**config.mk**
```make
export PLATFORM = sky130hd
export DESIGN_NAME = seven_seg_scanner_flat
export DESIGN_NICKNAME = d
export VERILOG_FILES = /design/src/rtl/seven_seg_pkg.sv /design/src/rtl/seven_seg_scanner_if.sv /design/src/rtl/seven_seg_hex_decode.sv /design/src/rtl/seven_seg_scanner.sv /design/src/flat_wrapper.sv
export SDC_FILE = /design/constraint.sdc
export NUM_CORES = 1
export LEC_CHECK = 0
export CAP_MARGIN = 25
export CORE_MARGIN = 3
export CORE_UTILIZATION = 35
export DETAILED_ROUTE_END_ITERATION = 16
export PLACE_DENSITY = 0.65
export SLEW_MARGIN = 20
export SYNTH_ARGS = -nofsm -noshare
export SYNTH_HDL_FRONTEND = slang
export SYNTH_SLANG_ARGS = --single-unit
export TNS_END_PERCENT = 5
```
**constraint.sdc**
```tcl
create_clock -name clk -period 3.05 [get_ports clk]
set_input_delay 0.305 -clock clk [delete_from_list [all_inputs] [get_ports clk]]
set_output_delay 0.305 -clock clk [all_outputs]
set_load 0.005 [all_outputs]
```
**src/rtl/seven_seg_pkg.sv**
```systemverilog
// Shared constants and helpers for the seven-segment scanner.
// Latency: n/a (constants and elaboration-time functions only).
// Backpressure: n/a.
package seven_seg_pkg;

  // Active-low segment patterns, bit order {g,f,e,d,c,b,a}.
  localparam logic [6:0] SEG_0   = 7'h40;
  localparam logic [6:0] SEG_1   = 7'h79;
  localparam logic [6:0] SEG_2   = 7'h24;
  localparam logic [6:0] SEG_3   = 7'h30;
  localparam logic [6:0] SEG_4   = 7'h19;
  localparam logic [6:0] SEG_5   = 7'h12;
  localparam logic [6:0] SEG_6   = 7'h02;
  localparam logic [6:0] SEG_7   = 7'h78;
  localparam logic [6:0] SEG_8   = 7'h00;
  localparam logic [6:0] SEG_9   = 7'h10;
  localparam logic [6:0] SEG_A   = 7'h08;
  localparam logic [6:0] SEG_B   = 7'h03;
  localparam logic [6:0] SEG_C   = 7'h46;
  localparam logic [6:0] SEG_D   = 7'h21;
  localparam logic [6:0] SEG_E   = 7'h06;
  localparam logic [6:0] SEG_F   = 7'h0E;
  localparam logic [6:0] SEG_OFF = 7'h7F;

  // Slot index width; a single-digit display still gets a 1-bit index.
  function automatic int idx_width(input int n_digits);
    return (n_digits > 1) ? $clog2(n_digits) : 1;
  endfunction

  // True when the scanner parameters describe a buildable configuration.
  function automatic bit params_legal(input int n_digits, input int tick_div,
                                      input int blank_cycles);
    return (n_digits >= 1) && (n_digits <= 16) && (tick_div >= 2) &&
           (blank_cycles >= 0) && (blank_cycles < tick_div);
  endfunction

endpackage

```
**src/rtl/seven_seg_scanner_if.sv**
```systemverilog
// Display-side bundle: packed digit/mask inputs and the anode/segment drive.
// Latency: n/a (wiring only).
// Backpressure: none; the scanner free-runs and never stalls its source.
interface seven_seg_scanner_if #(
  parameter int N_DIGITS = 8
);
  import seven_seg_pkg::*;

  localparam int IDX_W = idx_width(N_DIGITS);

  logic                  enable;
  logic [4*N_DIGITS-1:0] digits;
  logic [N_DIGITS-1:0]   dp_mask;
  logic [N_DIGITS-1:0]   blank_mask;
  logic [N_DIGITS-1:0]   an;
  logic [6:0]            seg;
  logic                  dp;
  logic [IDX_W-1:0]      digit_idx;
  logic                  frame_start;

  // Score/control logic side.
  modport master (
    output enable, digits, dp_mask, blank_mask,
    input  an, seg, dp, digit_idx, frame_start
  );

  // Scanner side.
  modport slave (
    input  enable, digits, dp_mask, blank_mask,
    output an, seg, dp, digit_idx, frame_start
  );

endinterface

```
**src/rtl/seven_seg_hex_decode.sv**
```systemverilog
// Hex nibble to active-low seven-segment pattern {g,f,e,d,c,b,a}.
// Latency: combinational.
// Backpressure: none.
module seven_seg_hex_decode
  import seven_seg_pkg::*;
(
  input  logic [3:0] hex,
  output logic [6:0] seg
);

  // Full 16-entry lookup; the default only keeps the block latch-free.
  always_comb begin
    seg = SEG_OFF;
    case (hex)
      4'h0: seg = SEG_0;
      4'h1: seg = SEG_1;
      4'h2: seg = SEG_2;
      4'h3: seg = SEG_3;
      4'h4: seg = SEG_4;
      4'h5: seg = SEG_5;
      4'h6: seg = SEG_6;
      4'h7: seg = SEG_7;
      4'h8: seg = SEG_8;
      4'h9: seg = SEG_9;
      4'hA: seg = SEG_A;
      4'hB: seg = SEG_B;
      4'hC: seg = SEG_C;
      4'hD: seg = SEG_D;
      4'hE: seg = SEG_E;
      4'hF: seg = SEG_F;
      default: seg = SEG_OFF;
    endcase
  end

endmodule

```
**src/rtl/seven_seg_scanner.sv**
```systemverilog
// Time-multiplexed common-anode scanner with per-slot blanking dead-time.
// Latency: outputs registered, one cycle behind the slot/tick counters.
// Backpressure: none; inputs are shadowed and sampled only at frame boundaries.
module seven_seg_scanner
  import seven_seg_pkg::*;
#(
  parameter int N_DIGITS     = 8,
  parameter int TICK_DIV     = 100000,
  parameter int BLANK_CYCLES = 1000
) (
  input logic               clk,
  input logic               reset,
  seven_seg_scanner_if.slave bus
);

  localparam int CNT_W = $clog2(TICK_DIV);
  localparam int IDX_W = idx_width(N_DIGITS);
  localparam logic [CNT_W-1:0] TICK_LAST = CNT_W'(TICK_DIV - 1);
  localparam logic [IDX_W-1:0] IDX_LAST  = IDX_W'(N_DIGITS - 1);

  if (!params_legal(N_DIGITS, TICK_DIV, BLANK_CYCLES)) begin : g_bad_params
    $error("seven_seg_scanner: illegal N_DIGITS/TICK_DIV/BLANK_CYCLES");
  end

  logic [CNT_W-1:0]      tick_cnt;
  logic [IDX_W-1:0]      slot_idx;
  logic [4*N_DIGITS-1:0] digits_sh;
  logic [N_DIGITS-1:0]   dp_sh;
  logic [N_DIGITS-1:0]   blank_sh;

  logic [N_DIGITS-1:0]   an_q;
  logic [6:0]            seg_q;
  logic                  dp_q;
  logic [IDX_W-1:0]      idx_q;
  logic                  frame_start_q;

  logic                  tick_wrap;
  logic                  frame_end;
  logic                  in_blank;
  logic                  drive;
  logic [3:0]            sel_digit;
  logic                  sel_dp;
  logic                  sel_blank;
  logic [N_DIGITS-1:0]   an_drive;
  logic [6:0]            seg_dec;

  assign tick_wrap = (tick_cnt == TICK_LAST);
  assign frame_end = tick_wrap && (slot_idx == IDX_LAST);

  // With no dead-time the compare would be constant, so it is elided.
  if (BLANK_CYCLES == 0) begin : g_no_blank
    assign in_blank = 1'b0;
  end else begin : g_blank
    localparam logic [CNT_W-1:0] BLANK_LIM = CNT_W'(BLANK_CYCLES);
    assign in_blank = (tick_cnt < BLANK_LIM);
  end

  // Select the shadowed digit, dp and blank bit for the current slot.
  always_comb begin
    sel_digit = 4'h0;
    sel_dp    = 1'b0;
    sel_blank = 1'b1;
    an_drive  = '1;
    for (int k = 0; k < N_DIGITS; k++) begin
      if (slot_idx == IDX_W'(k)) begin
        sel_digit   = digits_sh[4*k +: 4];
        sel_dp      = dp_sh[k];
        sel_blank   = blank_sh[k];
        an_drive[k] = 1'b0;
      end
    end
  end

  seven_seg_hex_decode u_decode (
    .hex (sel_digit),
    .seg (seg_dec)
  );

  assign drive = !in_blank && bus.enable && !sel_blank;

  // Refresh prescaler and slot counter; both restart at slot 0, count 0.
  always_ff @(posedge clk) begin
    if (reset) begin
      tick_cnt <= '0;
      slot_idx <= '0;
    end else if (tick_wrap) begin
      tick_cnt <= '0;
      slot_idx <= (slot_idx == IDX_LAST) ? '0 : slot_idx + IDX_W'(1);
    end else begin
      tick_cnt <= tick_cnt + CNT_W'(1);
    end
  end

  // Shadow inputs only at frame boundaries so a frame never shows mixed data.
  always_ff @(posedge clk) begin
    if (reset || frame_end) begin
      digits_sh <= bus.digits;
      dp_sh     <= bus.dp_mask;
      blank_sh  <= bus.blank_mask;
    end
  end

  // Register pin drive from the current counter state.
  always_ff @(posedge clk) begin
    if (reset) begin
      an_q          <= '1;
      seg_q         <= SEG_OFF;
      dp_q          <= 1'b1;
      idx_q         <= '0;
      frame_start_q <= 1'b0;
    end else begin
      an_q          <= drive ? an_drive : '1;
      seg_q         <= drive ? seg_dec : SEG_OFF;
      dp_q          <= drive ? ~sel_dp : 1'b1;
      idx_q         <= slot_idx;
      frame_start_q <= (tick_cnt == '0) && (slot_idx == '0);
    end
  end

  assign bus.an          = an_q;
  assign bus.seg         = seg_q;
  assign bus.dp          = dp_q;
  assign bus.digit_idx   = idx_q;
  assign bus.frame_start = frame_start_q;

endmodule

```
**src/flat_wrapper.sv**
```systemverilog
// flat-port wrapper written by rule: the top's interface ports become plain ports
module seven_seg_scanner_flat import seven_seg_pkg::*;
#(
  parameter int N_DIGITS     = 8,
  parameter int TICK_DIV     = 100000,
  parameter int BLANK_CYCLES = 1000
)
  (clk, reset, bus_enable, bus_digits, bus_dp_mask, bus_blank_mask, bus_an, bus_seg, bus_dp, bus_digit_idx, bus_frame_start);
  seven_seg_scanner_if #(.N_DIGITS(N_DIGITS)) bus_i ();
  input logic clk;
  input logic reset;
  input wire logic [$bits(bus_i.enable)-1:0] bus_enable;
  input wire logic [$bits(bus_i.digits)-1:0] bus_digits;
  input wire logic [$bits(bus_i.dp_mask)-1:0] bus_dp_mask;
  input wire logic [$bits(bus_i.blank_mask)-1:0] bus_blank_mask;
  output wire logic [$bits(bus_i.an)-1:0] bus_an;
  output wire logic [$bits(bus_i.seg)-1:0] bus_seg;
  output wire logic [$bits(bus_i.dp)-1:0] bus_dp;
  output wire logic [$bits(bus_i.digit_idx)-1:0] bus_digit_idx;
  output wire logic [$bits(bus_i.frame_start)-1:0] bus_frame_start;
  assign bus_i.enable = bus_enable;
  assign bus_i.digits = bus_digits;
  assign bus_i.dp_mask = bus_dp_mask;
  assign bus_i.blank_mask = bus_blank_mask;
  assign bus_an = bus_i.an;
  assign bus_seg = bus_i.seg;
  assign bus_dp = bus_i.dp;
  assign bus_digit_idx = bus_i.digit_idx;
  assign bus_frame_start = bus_i.frame_start;
  seven_seg_scanner #(.N_DIGITS(N_DIGITS), .TICK_DIV(TICK_DIV), .BLANK_CYCLES(BLANK_CYCLES)) u_core (.clk(clk), .reset(reset), .bus(bus_i));
endmodule
```
# --- Word-level counts from Yosys, hierarchy flattened ---
# Memory sizes are Yosys's and may differ from the RTL's. A register that Yosys moved wholly into a read port is not among the register bits.
# Index checks and enable logic that the tools add are counted.
word_totals:
  elab_cells: 67
  input_bits: 51
  register_bits: 81
  mem_bits_ro: 112
  out_inout_bits: 20
  n_memories: 1
mem_list:
  columns: ["memory", "depth", "width", "rd", "rd_clocked_by_memory_dff", "wr", "line_no", "rtl"]
  rows:
  - ["(name not given)", 16, 7, 1, 1, 0, "seven_seg_hex_decode.sv:14", "case (hex)"]
op_classes:
  n_eq_ne: 8
  n_lt_le_gt_ge: 1
  mux: 33
  bitwise: 2
  addsub: 2
  reduce_logical: 11
ops:
  columns: ["op", "count"]
  rows:
  - ["4-bit two-way mux", 8]
  - ["1-bit two-way mux", 24]
  - ["17-bit by 1-bit adder with 17-bit output (second input constant)", 1]
  - ["17-bit equality test (second input constant)", 1]
  - ["17-bit logical NOT", 1]
  - ["17-bit by 10-bit less-than comparator with 1-bit output (second input constant)", 1]
  - ["3-bit equality test (second input constant)", 4]
  - ["3-bit by 2-bit equality test with 1-bit output (second input constant)", 2]
  - ["1-bit logical AND", 4]
  - ["2-bit OR reduction", 2]
  - ["3-bit by 1-bit adder with 3-bit output (second input constant)", 1]
  - ["3-bit by 1-bit equality test with 1-bit output (second input constant)", 1]
  - ["3-bit logical NOT", 1]
  - ["3-bit two-way mux", 1]
  - ["1-bit logical NOT", 2]
  - ["1-bit inverter", 2]
  - ["1-bit logical OR", 1]

# --- Logic depth before layout (Yosys ltp) ---
# Gate-level depths: netlist of the first run.
logic_depth:
  ltp_word: 13
  depth_mapped: 13
  ltp_nobuf: 11

# --- Modules after synthesis ---
# Synthesis of the first run repeated with hierarchy kept, for this count alone.
hier_totals:
  cells_unflattened: 352
  area_unflattened_um2: 3896.2
by_module_without_submodules:
  columns: ["module", "cells_per_inst", "area_per_inst_um2", "instances", "seq_area_each_um2"]
  rows:
  - ["seven_seg_scanner", 317, 3648.5, 1, 2242.2]
  - ["seven_seg_hex_decode", 35, 247.7, 1, 0.0]

# --- Worst setup path after synthesis of the first run ---
# Ideal clock, no wire load.
synth_path:
  path_kind: "reg-to-reg"
  startpoint: "register u_core.slot_idx[0]"
  endpoint: "register u_core.seg_q[3] (netlist: u_core.bus.seg[3])"
  slack_ns: 0.557
  synth_period_minus_slack_ns: 2.493
  t_arrival_ns: 2.378
  path_stages_with_launch: 13
  n_path_buf: 1
  setup_time_ns: 0.115
  required_ns: 2.935
  path_cell_list: "dfxtp_1 > ha_1 > ha_1 > buf_2 > nand2_1 > a221oi_1 > a311oi_1 > o21ai_1 > inv_1 > ha_1 > mux2_2 > mux2i_1 > nand2_1"
synth_between:
  elab_chain_len: 13
  word_cells_on_any_way: 28
  classes_between: "eq/ne (7); mux (16); bitwise (1); reduce/logical (4)"
synth_lines:
  columns: ["element", "line_no", "rtl"]
  rows:
  - ["from (decl)", "seven_seg_scanner.sv:26", "logic [IDX_W-1:0] slot_idx;"]
  - ["from (signal assigned)", "seven_seg_scanner.sv:88", "slot_idx <= (slot_idx == IDX_LAST) ? '0 : slot_idx + IDX_W'(1);"]
  - ["3-bit logical NOT", "seven_seg_scanner.sv:65", "if (slot_idx == IDX_W'(k)) begin"]
  - ["1-bit two-way mux (8 in a row)", "seven_seg_scanner.sv:65", null]
  - ["1-bit logical NOT", "seven_seg_scanner.sv:79", "assign drive = !in_blank && bus.enable && !sel_blank;"]
  - ["1-bit logical AND", "seven_seg_scanner.sv:79", null]
  - ["1-bit inverter (no line)", null, null]
  - ["2-bit OR reduction (no line)", null, null]
  - ["to (decl)", "seven_seg_scanner.sv:32", "logic [6:0] seg_q;"]
# Several ways; a longest one is shown, not always the timed one.
# A chain may end at the register's enable or synchronous reset.

# --- Final worst setup path of the first run ---
layout_path:
  startpoint: "register u_core.slot_idx[0]"
  endpoint: "register u_core.seg_q[6] (netlist: u_core.bus.seg[6])"
# The elaborated chain is that of the path after synthesis.

==> results of run 1 <==
logic make-up after synthesis:
family,after synthesis
mux,7
buf+inv,30
simple gates,105
compound gates,61
xor+xnor,15
fa+ha+maj,14
flops,88
cells in the mapped netlist (2+ instances only):
master    number  area [µm²]
edfxtp_1      48        1440
dfxtp_1       40         801
nor2_1        28         105
nand2_1       25        93.8
nand3_1       17        85.1
inv_1         15        56.3
ha_1          14         175
a21oi_1       11        55.1
o21ai_0       11        55.1
xor2_1         9        78.8
buf_2          7        35.0
xnor2_1        6        52.6
a221oi_1       5        43.8
mux2i_1        5        50.1
o211ai_1       5        37.5
o22ai_1        5        31.3
a21o_1         4        30.0
nand2b_1       4        25.0
nor2_2         4        25.0
nor4_1         4        25.0
and2_1         3        18.8
clkbuf_1       3        11.3
nand4_1        3        18.8
nor3_1         3        15.0
o221ai_1       3        26.3
a211o_1        2        17.5
a31o_2         2        17.5
a31oi_1        2        12.5
and3_1         2        12.5
buf_4          2        15.0
mux2_2         2        22.5
nand3b_1       2        15.0
nor2b_1        2        12.5
o21ai_1        2        10.0
sequential cells by signal, summed over array words and instances (netlist names):
name	cells
u_core.blank_sh	8
u_core.bus.seg	7
u_core.dp_sh	8
u_core.digits_sh	32
u_core.bus.an	8
u_core.bus.digit_idx	3
u_core.bus.frame_start	1
u_core.bus.dp	1
u_core.slot_idx	3
u_core.tick_cnt	17
path summary, 6_finish.rpt:
kind	startpoint	end	slack, ns	depth (start not counted)
max	u_core.slot_idx[0]$_SDFFE_PP0P_	u_core.bus.seg[6]$_SDFF_PP1_	0.34	11
min	bus_blank_mask[3]	u_core.blank_sh[3]$_DFFE_PP_	0.50	1
max reg2reg	u_core.slot_idx[0]$_SDFFE_PP0P_	u_core.bus.seg[6]$_SDFF_PP1_	0.34	11
min reg2reg	u_core.tick_cnt[0]$_SDFF_PP0_	u_core.tick_cnt[0]$_SDFF_PP0_	0.51	1
worst max-delay path, cell delays in order, from the launching register on:
cell	delay, ns
dfxtp_1	0.41
inv_1	0.11
ha_1	0.29
nor2b_1	0.20
a221o_1	0.31
a311oi_1	0.40
o21ai_2	0.19
ha_1	0.25
inv_1	0.08
nor2_1	0.06
o21ai_0	0.16
o211ai_1	0.11
power groups by stage:
stage               clock, W  sequential [W]  combinational, W
floorplan                  0         0.00135         0.0000730
global placement           0         0.00136          0.000158
detailed placement         0         0.00136          0.000162
CTS                 0.000840         0.00133          0.000162
global route        0.000896         0.00134          0.000179
finish              0.000818         0.00133          0.000161
per-stage QoR:
stage	util	instances	setup slack, ns
floorplan	-	320	0.557
global placement	0.447	527	0.439
detailed placement	0.447	527	0.266
CTS	0.466	543	0.241
global route	0.467	543	0.0222
finish	0.467	543	0.339
final cells by class:
class	count	area share
repair buffers	85	0.169
inverters	16	0.0125
flip-flops and latches	88	0.465
well taps	136	0.0353
clock inverters	6	0.0140
clock buffers	10	0.0286
multi-input cells	202	0.276
metal layers:
metal,global-route usage,vias up
li1,-,1316
met1,0.191,1266
met2,0.229,82
met3,0.0420,9
met4,0.0379,0
met5,0,-
timing repair:
| item | CTS | global route |
|---|---|---|
| setup buffers | 0 | 0 |
| setup endpoints to repair | 0 | 4 |
| resized for setup | 0 | 1 |
| endpoints found under the hold margin | 0 | 0 |
==> results.txt, run 1 <==
The count of final hold-check violations came out at 0. The net count of the finished layout is around 470. The design draws 0.00231 W.

CTS placed an instance of clkbuf_8 at the clock tree root. In the final layout, the share of cells above drive strength 1 is 0.113. Each instance of the synthesized netlist takes up on average 11.6 µm². The count of hold buffers inserted by post-cts repair came out at 0. STA classifies the critical path endpoint as a register. For this block, the via count after detailed routing is 2673. The sequential element share of the synthesized area came out at 0.603. The fraction of the mapped netlist area in adder cells came out at 0.0471. The antenna diode count is 0. Summed over all layers, the routed wires come to 8040 µm.

The internal portion of total power is 0.00181 W. The cell area after synthesis is around 0.0037 mm². After synthesis, the netlist uses 54 different library cells. The critical path data arrival time is 2.90 ns. After synthesis, the largest family of logic cells by area is simple AND/OR/NAND/NOR gates.

Registers take 0.00224 mm². The maximum number of pins on one net before global-route repair came out at 32. The clock reaches the later pin of the worst-skew pair after 0.35 ns. The final clock skew came out at between 0.01 and 0.015 ns. The last weighted congestion value of the routability-driven placer is roughly 0.83.

The layout filler cell count came out at slightly above 900. The time the final worst path needs with I/O delays and setup came out at approximately 2.7 ns. The routed length per placed instance is 14.8 µm. The slew at the pin closest to its max-slew limit came out at 0.715 ns. Setup repair after global routing left no endpoint under its margin.

The sum of met3 wire segment lengths after detailed routing is 530 µm. The amount of wire on met2 after detailed routing came out at 3770 µm. The detailed-routing iteration count for the pre-antenna-repair pass came out at 4. The total congestion overflow after global routing is 0. The wire length of the first global-routing pass is ~13000 µm.

In the layout the commonest cells are 70 x clkdlybuf4s50_1, 48 x edfxtp_1, 40 x dfxtp_1, 28 x nor2_1, 25 x nand2_1. Detailed placement finished with a half-perimeter wire length of 6040 µm. The detailed-route DRC error count is 0. The post-synthesis instance total is 320.

Of the total synthesized cell area, the portion taken by XOR and XNOR cells is 0.0353. The CTS H-tree depth came out at 3. The worst relative slew slack came out at 0.522. The net count after synthesis is 385. The initial core utilization is 0.360.

The highest metal layer carrying signal wires in the routed design is met4. The worst hold-check slack is 0.500 ns. The leakage power is 1.72 nW. In this run the horizontal extent of the chip is roughly 110 µm. The simple-gate portion of the synthesized area came out at 0.142. The post-detailed-route count of antenna-violating nets came out at 0.

The total power density per cell area is roughly 480 mW/mm². The number of max-slew violations in the final report came out at 0. In the routed layout, each cell is associated on average with a via count of 4.92. In this run the cell area measured after placement is approximately 0.0046 mm². In the final routing, the length of wire on met1 measures 3630 µm. The CTS buffer count came out at 9. The die outline height came out at ~110 µm. Across the VDD grid, the largest voltage drop is 0.000289 V. The count of state elements after synthesis is 88. The number of DRC markers after the initial detailed-route iteration is 152. The area growth from synthesis to layout is 29.6%.

The area used by multi-input combinational logic is 0.00133 mm². The number of enable flip-flop cells after synthesis came out at 48. At the worst endpoint, the required time is 3.24 ns. In this run the count of I/O pins placed on the die edge is 71.

The switching component of the power is 0.000504 W. Dividing the final minimum period by the clock period gives 0.889. The summed area of non-filler cells in the final layout came out at 0.00482 mm². The number of port buffers came out at 70. The flow ran to the end, and the final reports show no timing, DRC or antenna violations. The final-report setup violation count came out at 0. The maximum root-to-sink buffer count came out at 2.

After floorplanning, the core was divided into 37 placement rows. Of the total power, the share spent switching nets is 0.218. The Yosys step of the flow raised 0 warnings. The leading register cell type out of synthesis is edfxtp_1. The worst setup path is launched from a register. The summed negative setup slack over all endpoints came out at 0 ns. Static timing analysis puts the maximum clock frequency at 369 MHz. The max-cap violation count came out at 0. The type of the worst setup path is reg2reg. The multiplexer fraction of the synthesized cell area is 0.0195. The share of total power dissipated in combinational logic is 0.070. The area fraction in compound gates after synthesis came out at 0.112.

The maximum net fanout on the critical path is 7. Of the total power, registers draw 0.577. The number of sinks driven by the clock tree came out at 88. The clock edge transition at the registers on the reported setup and hold paths came out at 0.09 ns.

In this run the standard cell core region covers roughly 0.010 mm². Of the total power, the clock network draws 0.354. The die footprint is ~0.012 mm². The number of global-route vias before repair came out at approximately 2600. The initial antenna violation count came out at 0. The library cell used most frequently in the layout, excluding fill and tap cells, is clkdlybuf4s50_1.

Of all flip-flops after synthesis, the portion carrying an async set or reset was 0. The TritonCTS clock tree is yes. In this run the worst hold path is classified as in2reg. The global-route usage over all layers is 0.143.
(Power assumes the default switching activity.)
==> run 2, diff against run 1 <==
Settings changed: CELL_PAD_IN_SITES_DETAIL_PLACEMENT from default to 2, CELL_PAD_IN_SITES_GLOBAL_PLACEMENT from default to 2, CORE_UTILIZATION 35 to 34, PLACE_DENSITY 0.65 to 0.87.
==> results.txt, run 2 (synthesis gave the netlist of run 1 again) <==
The worst relative slew slack came out at 0.631 (+0.109). The slew at the pin closest to its max-slew limit came to 0.549 ns (-0.165 ns). The summed negative setup slack over all endpoints is 0 ns (unchanged). The min-delay analysis places its worst path in the category in2reg. After global routing, the most crowded layer is met2. The maximum number of pins on one net before global-route repair is 38 (+19%). The routed length per placed instance came out at 20.3 µm (+37%).

The initial antenna violation count is 0 (unchanged). TritonCTS built the clock tree. The CTS buffer count came out at 9 (unchanged).

The number of port buffers was 70 (unchanged). The wire length of the first global-routing pass came to 17400 µm (+33%). Among cell families on the critical path, the largest total delay comes from buffers and inverters. The count of buffer and inverter cells on the critical path is 4 (+2). The die boundary width came to 111 µm (+1.4%). The die footprint came out at 0.0122 mm² (+2.8%). The initial core utilization is 0.356 (-0.00478). Setup repair after global routing left no endpoint under its margin.

The fraction of final layout cells sized beyond drive strength 1 came out at 0.119 (+0.00550). The flow ran to the end, and the final reports show no timing, DRC or antenna violations. The leakage power came out at 1.71 nW (-0.87%). The switching component of the power is 0.000550 W (+9.2%). The clock edge transition at the registers on the reported setup and hold paths is 0.10 ns (about the same). The final-report setup violation count came out at 0 (unchanged). The time the final worst path needs with I/O delays and setup is 2.84 ns (+0.126 ns).

The number of flip-flops in the largest register is 32 (unchanged). The portion of the clock cycle consumed by the worst path in the final layout came out at 0.930 (+0.0414). The via count of the routed design came out at 2796 (+4.6%).

The total congestion overflow after global routing was 0 (unchanged). The highest clock frequency the design can meet is 352 MHz (-4.5%). The worst setup slack before clock tree synthesis is 0.0317 ns (-0.234 ns). The maximum net fanout on the critical path is 10 (+3).

The area inside the core boundary is 0.0105 mm² (+1.3%). The number of max-slew violations in the final report is 0 (unchanged). The layout filler cell count was 1102 (+18%). The startpoint class of the critical path is a register. The antenna diode count came out at 0 (unchanged).

The met3 track demand over resource came out at 0.0395 (-0.00258). The highest ir drop seen on vdd is 0.000207 V (-29%). The number of DRC markers after the initial detailed-route iteration came out at 118 (-22%).

The final layout net count came out at 465 (-0.43%). The number of standard-cell rows in the floorplan came out at 37 (unchanged). The final cell count without fillers is 541 (-0.37%).

The standard cell with the maximum stage delay on the critical path is dfxtp_1. Clock tree synthesis selected as its root buffer the cell clkbuf_8. The placed instance count is 525 (-0.38%).

The internal portion of total power came out at 0.00178 W (-1.3%). The count of pins on the block boundary is 71 (unchanged). The total wire length after detailed routing came out at 11000 µm (+37%). The max-cap violation count came out at 0 (unchanged). The number of sinks driven by the clock tree is 88 (unchanged). The net switching share of the total power came out at 0.236 (+0.0177). The count of final hold-check violations came to 0 (unchanged). The number of global-route vias before repair is 3149 (+21%). The routing usage on met1 came out at 0.226 (+0.0355). The total power density per cell area came out at 484 mW/mm² (+0.85%).

The last weighted congestion value of the routability-driven placer is 0.800 (-3.6%). The post-detailed-route count of antenna-violating nets is 0 (unchanged). The final setup slack of the worst path is 0.213 ns (-0.126 ns). The half-perimeter wire length after placement came out at 8010 µm (+33%). Leaving out fill and tap cells, the most frequent cell in the layout is clkdlybuf4s50_1. The maximum root-to-sink buffer count is 2 (unchanged). The final clock skew is 0.0110 ns (-0.000152 ns). The register share of total power came out at 0.573 (-0.004).

The register area is 0.00224 mm² (unchanged). The part of the total power dissipated in combinational logic came out at 0.073 (+0.003). STA classifies the critical path endpoint as a register. The worst stage delay on the critical path is 0.36 ns (-0.05 ns). The CTS H-tree depth came to 3 (unchanged). The detailed-route DRC error count is 0 (unchanged). The critical path data arrival time came out at 3.10 ns (+0.20 ns). The critical path is of the reg2reg type. The register with the highest flop count is u_core.digits_sh. The largest registers in the layout are u_core.digits_sh (32), u_core.tick_cnt (17).

The global-route usage over all layers came out at 0.181 (+0.0375). The detailed-routing iteration count for the pre-antenna-repair pass is 5 (+1). The top cell types in the final layout, fill and taps aside, are 70 x clkdlybuf4s50_1, 48 x edfxtp_1, 40 x dfxtp_1, 27 x nor2_1, 25 x nand2_1. The required time reported for the critical path endpoint is 3.31 ns (+0.07 ns).

The part of the power in the clock network came to 0.354 (about the same). The number of post-CTS setup repair buffers was 0 (unchanged). The area used by multi-input combinational logic came out at 0.00135 mm² (+1.4%). The clock latency of the later-clocked register in the worst-skew pair came out at 0.37 ns (+0.02 ns). The signal on the critical path passes through inv_1 > ha_2 > buf_4 > buf_4 > a221oi_1 > o22ai_1 > a22o_1 > inv_1 > ha_1 > mux2_2 > mux2i_1 > nand2_1.

From synthesis to final layout, the design area changed by 29.7%. The die outline height is 111 µm (+1.4%). The per-cell via count in the routed design came out at 5.17 (+5.0%). The global routing met2 resource utilization is 0.317 (+0.0882).
run 2: cell count changes in the layout (fill, tap and decap cells not counted), sizes merged:
cell	previous run	this run
clkinvlp	0	1
buf	15	13
clkbuf	10	9
run 2: final timing paths:
path / startpoint / endpoint / slack [ns] / cells past startpoint
max: u_core.slot_idx[1]$_SDFFE_PP0P_ / u_core.bus.seg[3]$_SDFF_PP1_ / 0.21 / 12
min: bus_digits[29] / u_core.digits_sh[29]$_DFFE_PP_ / 0.48 / 1
max reg2reg: u_core.slot_idx[1]$_SDFFE_PP0P_ / u_core.bus.seg[3]$_SDFF_PP1_ / 0.21 / 12
min reg2reg: u_core.tick_cnt[0]$_SDFF_PP0_ / u_core.tick_cnt[0]$_SDFF_PP0_ / 0.50 / 1
run 2: cell type report:
class                   count  area share
repair buffers             83       0.168
well taps                 136      0.0353
clock inverters             7      0.0148
flip-flops and latches     88       0.465
clock buffers               9      0.0257
multi-input cells         202       0.279
inverters                  16      0.0124
run 2: power by group through the flow:
stage	clock network (W)	logic (W)	registers (W)
floorplan	0	0.0000730	0.00135
global placement	0	0.000161	0.00136
detailed placement	0	0.000170	0.00137
CTS	0.000851	0.000172	0.00134
global route	0.000900	0.000187	0.00134
finish	0.000827	0.000171	0.00134
run 2: repair_timing:
| item | 4_1_cts | 5_1_grt |
|---|---|---|
| resized for setup | 0 | 7 |
| setup endpoints to repair | 0 | 6 |
| hold buffers | 0 | 0 |
| endpoints found under the hold margin | 0 | 0 |
run 2: per-stage QoR:
step	total power (W)	utilization	instance area (µm²)	hold slack [ns]
6_report	0.00233	0.461	4830	0.485
3_3_place_gp	0.00152	0.440	4610	0.474
4_1_cts	0.00236	0.459	4800	0.470
3_5_place_dp	0.00154	0.440	4610	0.488
5_1_grt	0.00243	0.461	4830	0.463
2_1_floorplan	0.00142	-	3720	0.404
run 2: layer usage:
metal	vias to the layer above	part of all wire
li1	1311	-
met1	1401	0.43
met2	75	0.52
met3	9	0.037
met4	0	0.012
met5	-	0
